$ cat config.mk
export PLATFORM = sky130hd
export DESIGN_NAME = reg_file_sb
export DESIGN_NICKNAME = d
export VERILOG_FILES = /design/src/rtl/reg_file_sb.sv
export SDC_FILE = /design/constraint.sdc
export NUM_CORES = 2
export LEC_CHECK = 0
export CAP_MARGIN = 20
export CELL_PAD_IN_SITES_DETAIL_PLACEMENT = 1
export CELL_PAD_IN_SITES_GLOBAL_PLACEMENT = 1
export CORE_ASPECT_RATIO = 0.9
export CORE_MARGIN = 3
export CORE_UTILIZATION = 30
export CTS_BUF_LIST = sky130_fd_sc_hd__clkbuf_8
export CTS_CLUSTER_DIAMETER = 30
export DETAILED_ROUTE_END_ITERATION = 16
export DONT_BUFFER_PORTS = 1
export GPL_TIMING_DRIVEN = 1
export PLACE_DENSITY_LB_ADDON = 0.08
export SETUP_SLACK_MARGIN = 0.15
export SYNTH_ARGS = -nofsm -noshare
export SYNTH_HDL_FRONTEND = slang
export SYNTH_SLANG_ARGS = --single-unit
$ cat constraint.sdc
create_clock -name clk -period 8.4 [get_ports clk]
set_input_delay 2.1 -clock clk [delete_from_list [all_inputs] [get_ports clk]]
set_output_delay 2.1 -clock clk [all_outputs]
set_load 0.01 [all_outputs]
$ cat src/rtl/reg_file_sb.sv
// Register file with three read ports, one write port, write bypass
// and a per-register pending-write scoreboard for operand interlocks.
//
// Ports:
//   clk, rst_n           clock, async active-low clear
//   pc_value             mirrored into R[PC_REG] every cycle
//   rs/rt/rd/is_store/rp read indices (rd replaces rt when is_store)
//   wr/r_dest/wb_data    write-back port
//   iss_valid/iss_dest   issue of an instruction producing iss_dest
//   bus_y/bus_z/bus_p    read data
//   busy_y/busy_z/busy_p read index has an outstanding write
//   pend_cnt             number of pending registers
module reg_file_sb #(
  parameter int DATA_W = 32,
  parameter int ADDR_W = 5,
  parameter int PC_REG = 30,
  parameter int BYPASS = 1
) (
  input  logic              clk,
  input  logic              rst_n,
  input  logic [DATA_W-1:0] pc_value,
  input  logic [ADDR_W-1:0] rs,
  input  logic [ADDR_W-1:0] rt,
  input  logic [ADDR_W-1:0] rd,
  input  logic              is_store,
  input  logic [ADDR_W-1:0] rp,
  input  logic              wr,
  input  logic [ADDR_W-1:0] r_dest,
  input  logic [DATA_W-1:0] wb_data,
  input  logic              iss_valid,
  input  logic [ADDR_W-1:0] iss_dest,
  output logic [DATA_W-1:0] bus_y,
  output logic [DATA_W-1:0] bus_z,
  output logic [DATA_W-1:0] bus_p,
  output logic              busy_y,
  output logic              busy_z,
  output logic              busy_p,
  output logic [ADDR_W:0]   pend_cnt
);

  localparam int NREGS = 2 ** ADDR_W;
  localparam logic [ADDR_W-1:0] PC_IDX = ADDR_W'(PC_REG);
  localparam logic BYP = (BYPASS != 0);

  logic [DATA_W-1:0] regs [NREGS];
  logic [NREGS-1:0]  pend;
  logic [NREGS-1:0]  pend_nxt;
  logic [ADDR_W:0]   cnt_nxt;
  logic [ADDR_W-1:0] idx_z;
  logic              wr_ok;

  function automatic logic writable(input logic [ADDR_W-1:0] idx);
    return (idx != '0) && (idx != PC_IDX);
  endfunction

  // Forwarding is suppressed while reset is held so buses read zero.
  function automatic logic fwd(input logic [ADDR_W-1:0] idx);
    return BYP && rst_n && wr && (r_dest == idx);
  endfunction

  function automatic logic [DATA_W-1:0] rd_port(
    input logic [ADDR_W-1:0] idx
  );
    logic [DATA_W-1:0] v;
    v = regs[idx];
    if (idx == '0)
      v = '0;
    else if (fwd(idx) && writable(idx))
      v = wb_data;
    return v;
  endfunction

  assign wr_ok = wr && writable(r_dest);
  assign idx_z = is_store ? rd : rt;

  always_comb begin
    bus_y  = rd_port(rs);
    bus_z  = rd_port(idx_z);
    bus_p  = rd_port(rp);
    busy_y = pend[rs] && !fwd(rs);
    busy_z = pend[idx_z] && !fwd(idx_z);
    busy_p = pend[rp] && !fwd(rp);
  end

  // Clear first, then set: a new producer issued in the same cycle
  // as the old one's write-back keeps the register pending.
  always_comb begin
    pend_nxt = pend;
    if (wr)
      pend_nxt[r_dest] = 1'b0;
    if (iss_valid && writable(iss_dest))
      pend_nxt[iss_dest] = 1'b1;
    cnt_nxt = '0;
    for (int i = 0; i < NREGS; i++)
      cnt_nxt = cnt_nxt + (ADDR_W+1)'(pend_nxt[i]);
  end

  always_ff @(posedge clk or negedge rst_n) begin
    if (!rst_n) begin
      for (int i = 0; i < NREGS; i++)
        regs[i] <= '0;
      pend     <= '0;
      pend_cnt <= '0;
    end else begin
      regs[PC_IDX] <= pc_value;
      if (wr_ok)
        regs[r_dest] <= wb_data;
      pend     <= pend_nxt;
      pend_cnt <= cnt_nxt;
    end
  end

endmodule

==> impl_metrics.tcl <==
set metrics [dict create \
    core_mm2 0.221 \
    cap_violations 0 \
    htree_levels 5 \
    clock.fmax_ghz 0.132 \
    seq_area_frac_synth 0.397 \
    initial_core_util 0.304 \
    drtAntennaViolNets 0 \
    post_cts_buffers 0 \
    cts_made_buffers 345 \
    mappedNetlistArea_mm2 0.0670 \
    grt_max_degree 301 \
    hp-class "flip-flop to flip-flop" \
    worstMarginPinSlew_ns 1.34 \
    insertion_delay_ns 1.02 \
    irDropWorstVdd_mv 0.798 \
    vias_per_cell 5.89 \
    fin_setup_tns_ns 0 \
    hpwl_um 179000 \
    ctsHoldBuffers 0 \
    timing_hold_violations_final 0 \
    maxSlewViolCount 0 \
    final.min_clock_period_ns 7.59 \
    critPathKind "primary input to primary output" \
    crit_arrival_ns 5.49 \
    grt_remaining_overflow 0 \
    power_density_mw_per_mm2 270 \
    ctsResizeCount 0 \
    syn-num-nets 5854 \
    r2r.worst_path.cells 17 \
    critical_path.endpoint_type "primary output" \
    period_share 0.904 \
    crit_required_ns 6.30 \
    synth.avg_cell_area_um2 11.7 \
    grt_use_total 0.266 \
    grt_pass1_wl_um 436000 \
    critical_path.max_fanout 241 \
    min_path_cells 0 \
    drt_pre_antenna_iters 6 \
    synth_area_leaders "dfrtp_1 (40%), mux4_2 (20%), mux2_2 (16%)" \
    tritoncts "done" \
    clk_pin_slew_ns 0.05 \
    num-nets-final 5750 \
    synth_edf_count 0 \
    routabilityCongestion 0.776 \
    ys_types 64 \
    leakage_uw 0.0329 \
    die_y_um 454 \
    ys.flop_type "dfrtp_1" \
    synthCells 5724 \
    wl_per_cell_um 35.1 \
    vias 52107 \
    ys_warn_count 0 \
    relSlewSlack 0.108 \
    clockBufferDepth 4 \
    setup_viol 0 \
    nFillCells 23547 \
    root_buffer "clkbuf_8" \
    clock_skew_ns 0.0247 \
    drive_above_1_share 0.404 \
    fp-row-count 163 \
    async_flop_share 1.00 \
    whs_ns 0.416 \
    grt_pass1_vias 54241 \
    worst_setup_path_start_kind "primary input" \
    status "completed" \
    port_buffers 0 \
    yosys.area.top_type "dfrtp_1" \
    wirelength_um 310000 \
    drtIter0Drc 4231 \
    drc 0 \
    numClockSinks 1062 \
    die_area_mm2 0.229 \
    antenna_found_initial 20 \
    area_delta_synth_final_pct 15.9 \
    utilization 0.352 \
    rsz0062_at_grt "no" \
    yosys.area.top_type_share 0.397 \
    num_io_pins 204 \
    die_w_um 504 \
    synth_seq_cells 1062 \
]
[cell families after synthesis]
family / count (synthesis) / synth area share
buffers and inverters: 734 / 0.0462
AND/OR/NAND/NOR: 1453 / 0.0930
AO/OA/AOI/OAI: 725 / 0.0674
adder cells (fa/ha/maj): 31 / 0.00848
XOR/XNOR: 18 / 0.00247
multiplexers: 1701 / 0.386
flip-flops: 1062 / 0.397
[placed cells by master (no fill, tap or decap), drive strengths merged, types with 7 or more instances in the layout]
cell type  instances
a2111oi           30
a21oi            262
a221oi            31
a22o              16
a22oi             99
a31oi              8
buf              201
bufinv            27
clkbuf           423
clkinv            69
clkinvlp          11
dfrtp           1062
diode             10
fa                24
ha                 7
inv              152
mux2             963
mux2i            131
mux4             607
nand2            890
nand3            365
nor2              68
nor3              47
nor3b              7
nor4              34
o21ai            136
o221ai            33
o22ai             74
xnor2             14
[synth_stat cells, types with 8 or more instances]
cell and n:
a2111oi_0 30, a21oi_1 262, a221oi_1 31, a22o_1 16, a22oi_1 99, a31oi_1 8
buf_1 87, buf_2 141, buf_4 25, buf_6 9, clkbuf_1 389, dfrtp_1 1062
fa_1 24, inv_1 81, mux2_2 962, mux2i_1 131, mux4_2 607, nand2_1 890
nand3_1 365, nor2_1 67, nor3_1 46, nor4_1 33, o21ai_0 134, o221ai_1 33
o22ai_1 74, xnor2_1 13
[through the flow]
stage,worst slack [ns],total power [µW],cells,instance area [µm²]
after floorplan,0.633,11000,5724,67000
after global placement,0.452,12600,8238,70200
after detailed placement,0.472,12700,8243,70300
after CTS,1.08,21300,8844,77600
after global routing,0.969,22200,8850,77600
final,0.811,21000,8854,77600
[per-layer routing]
metal	wire, µm	GRT usage	vias up	share of wire
met1	142000	0.375	28534	0.46
li1	-	-	21336	-
met3	15600	0.0401	544	0.050
met5	0	0	-	0
met4	10100	0.0864	0	0.032
met2	143000	0.420	1693	0.46
[layout make-up]
cell class                 count  area (µm²)  area share
tap                         2970        3720      0.0479
timing repair buffer         202        1910      0.0246
antenna                       10        25.0    0.000322
multi-input combinational   3928       37800       0.486
sequential                  1062       26600       0.342
clock buffer                 423        5820      0.0750
clock inverter               178        1520      0.0196
inverter                      81         310     0.00400
[critical path: stages]
cell       delay, ns
nand2b_1        0.56
buf_4           0.35
o221ai_1        0.27
o21ai_0         0.13
a2111oi_0       1.12
a21oi_1         0.23
o21ai_0         0.51
[power by group]
part	switching, µW	total (µW)	internal, µW
Combinational	2560	5450	2890
Sequential	1010	7150	6130
Clock	3060	8400	5330
Total	6630	21000	14400
[flip-flops by register name (all words and copies together) (netlist names)]
| signal | flops |
|---|---|
| pend_cnt | 6 |
| regs | 1024 |
| pend | 32 |
[worst paths after layout]
path / from / to / slack (ns)
worst max-delay path: rs[1] / bus_y[11] / 0.81
max in group asynchronous: rst_n / regs[152]$_DFFE_PN0P_ / 4.76
worst max register to register: pend[21]$_DFF_PN0_ / pend_cnt[4]$_DFF_PN0_ / 3.13
worst min register to register: regs[1013]$_DFFE_PN0P_ / regs[1013]$_DFFE_PN0P_ / 0.42
min in group asynchronous: rst_n / regs[455]$_DFFE_PN0P_ / 0.92
worst min-delay path: regs[1013]$_DFFE_PN0P_ / regs[1013]$_DFFE_PN0P_ / 0.42
Power figures use the tool's default switching activity.
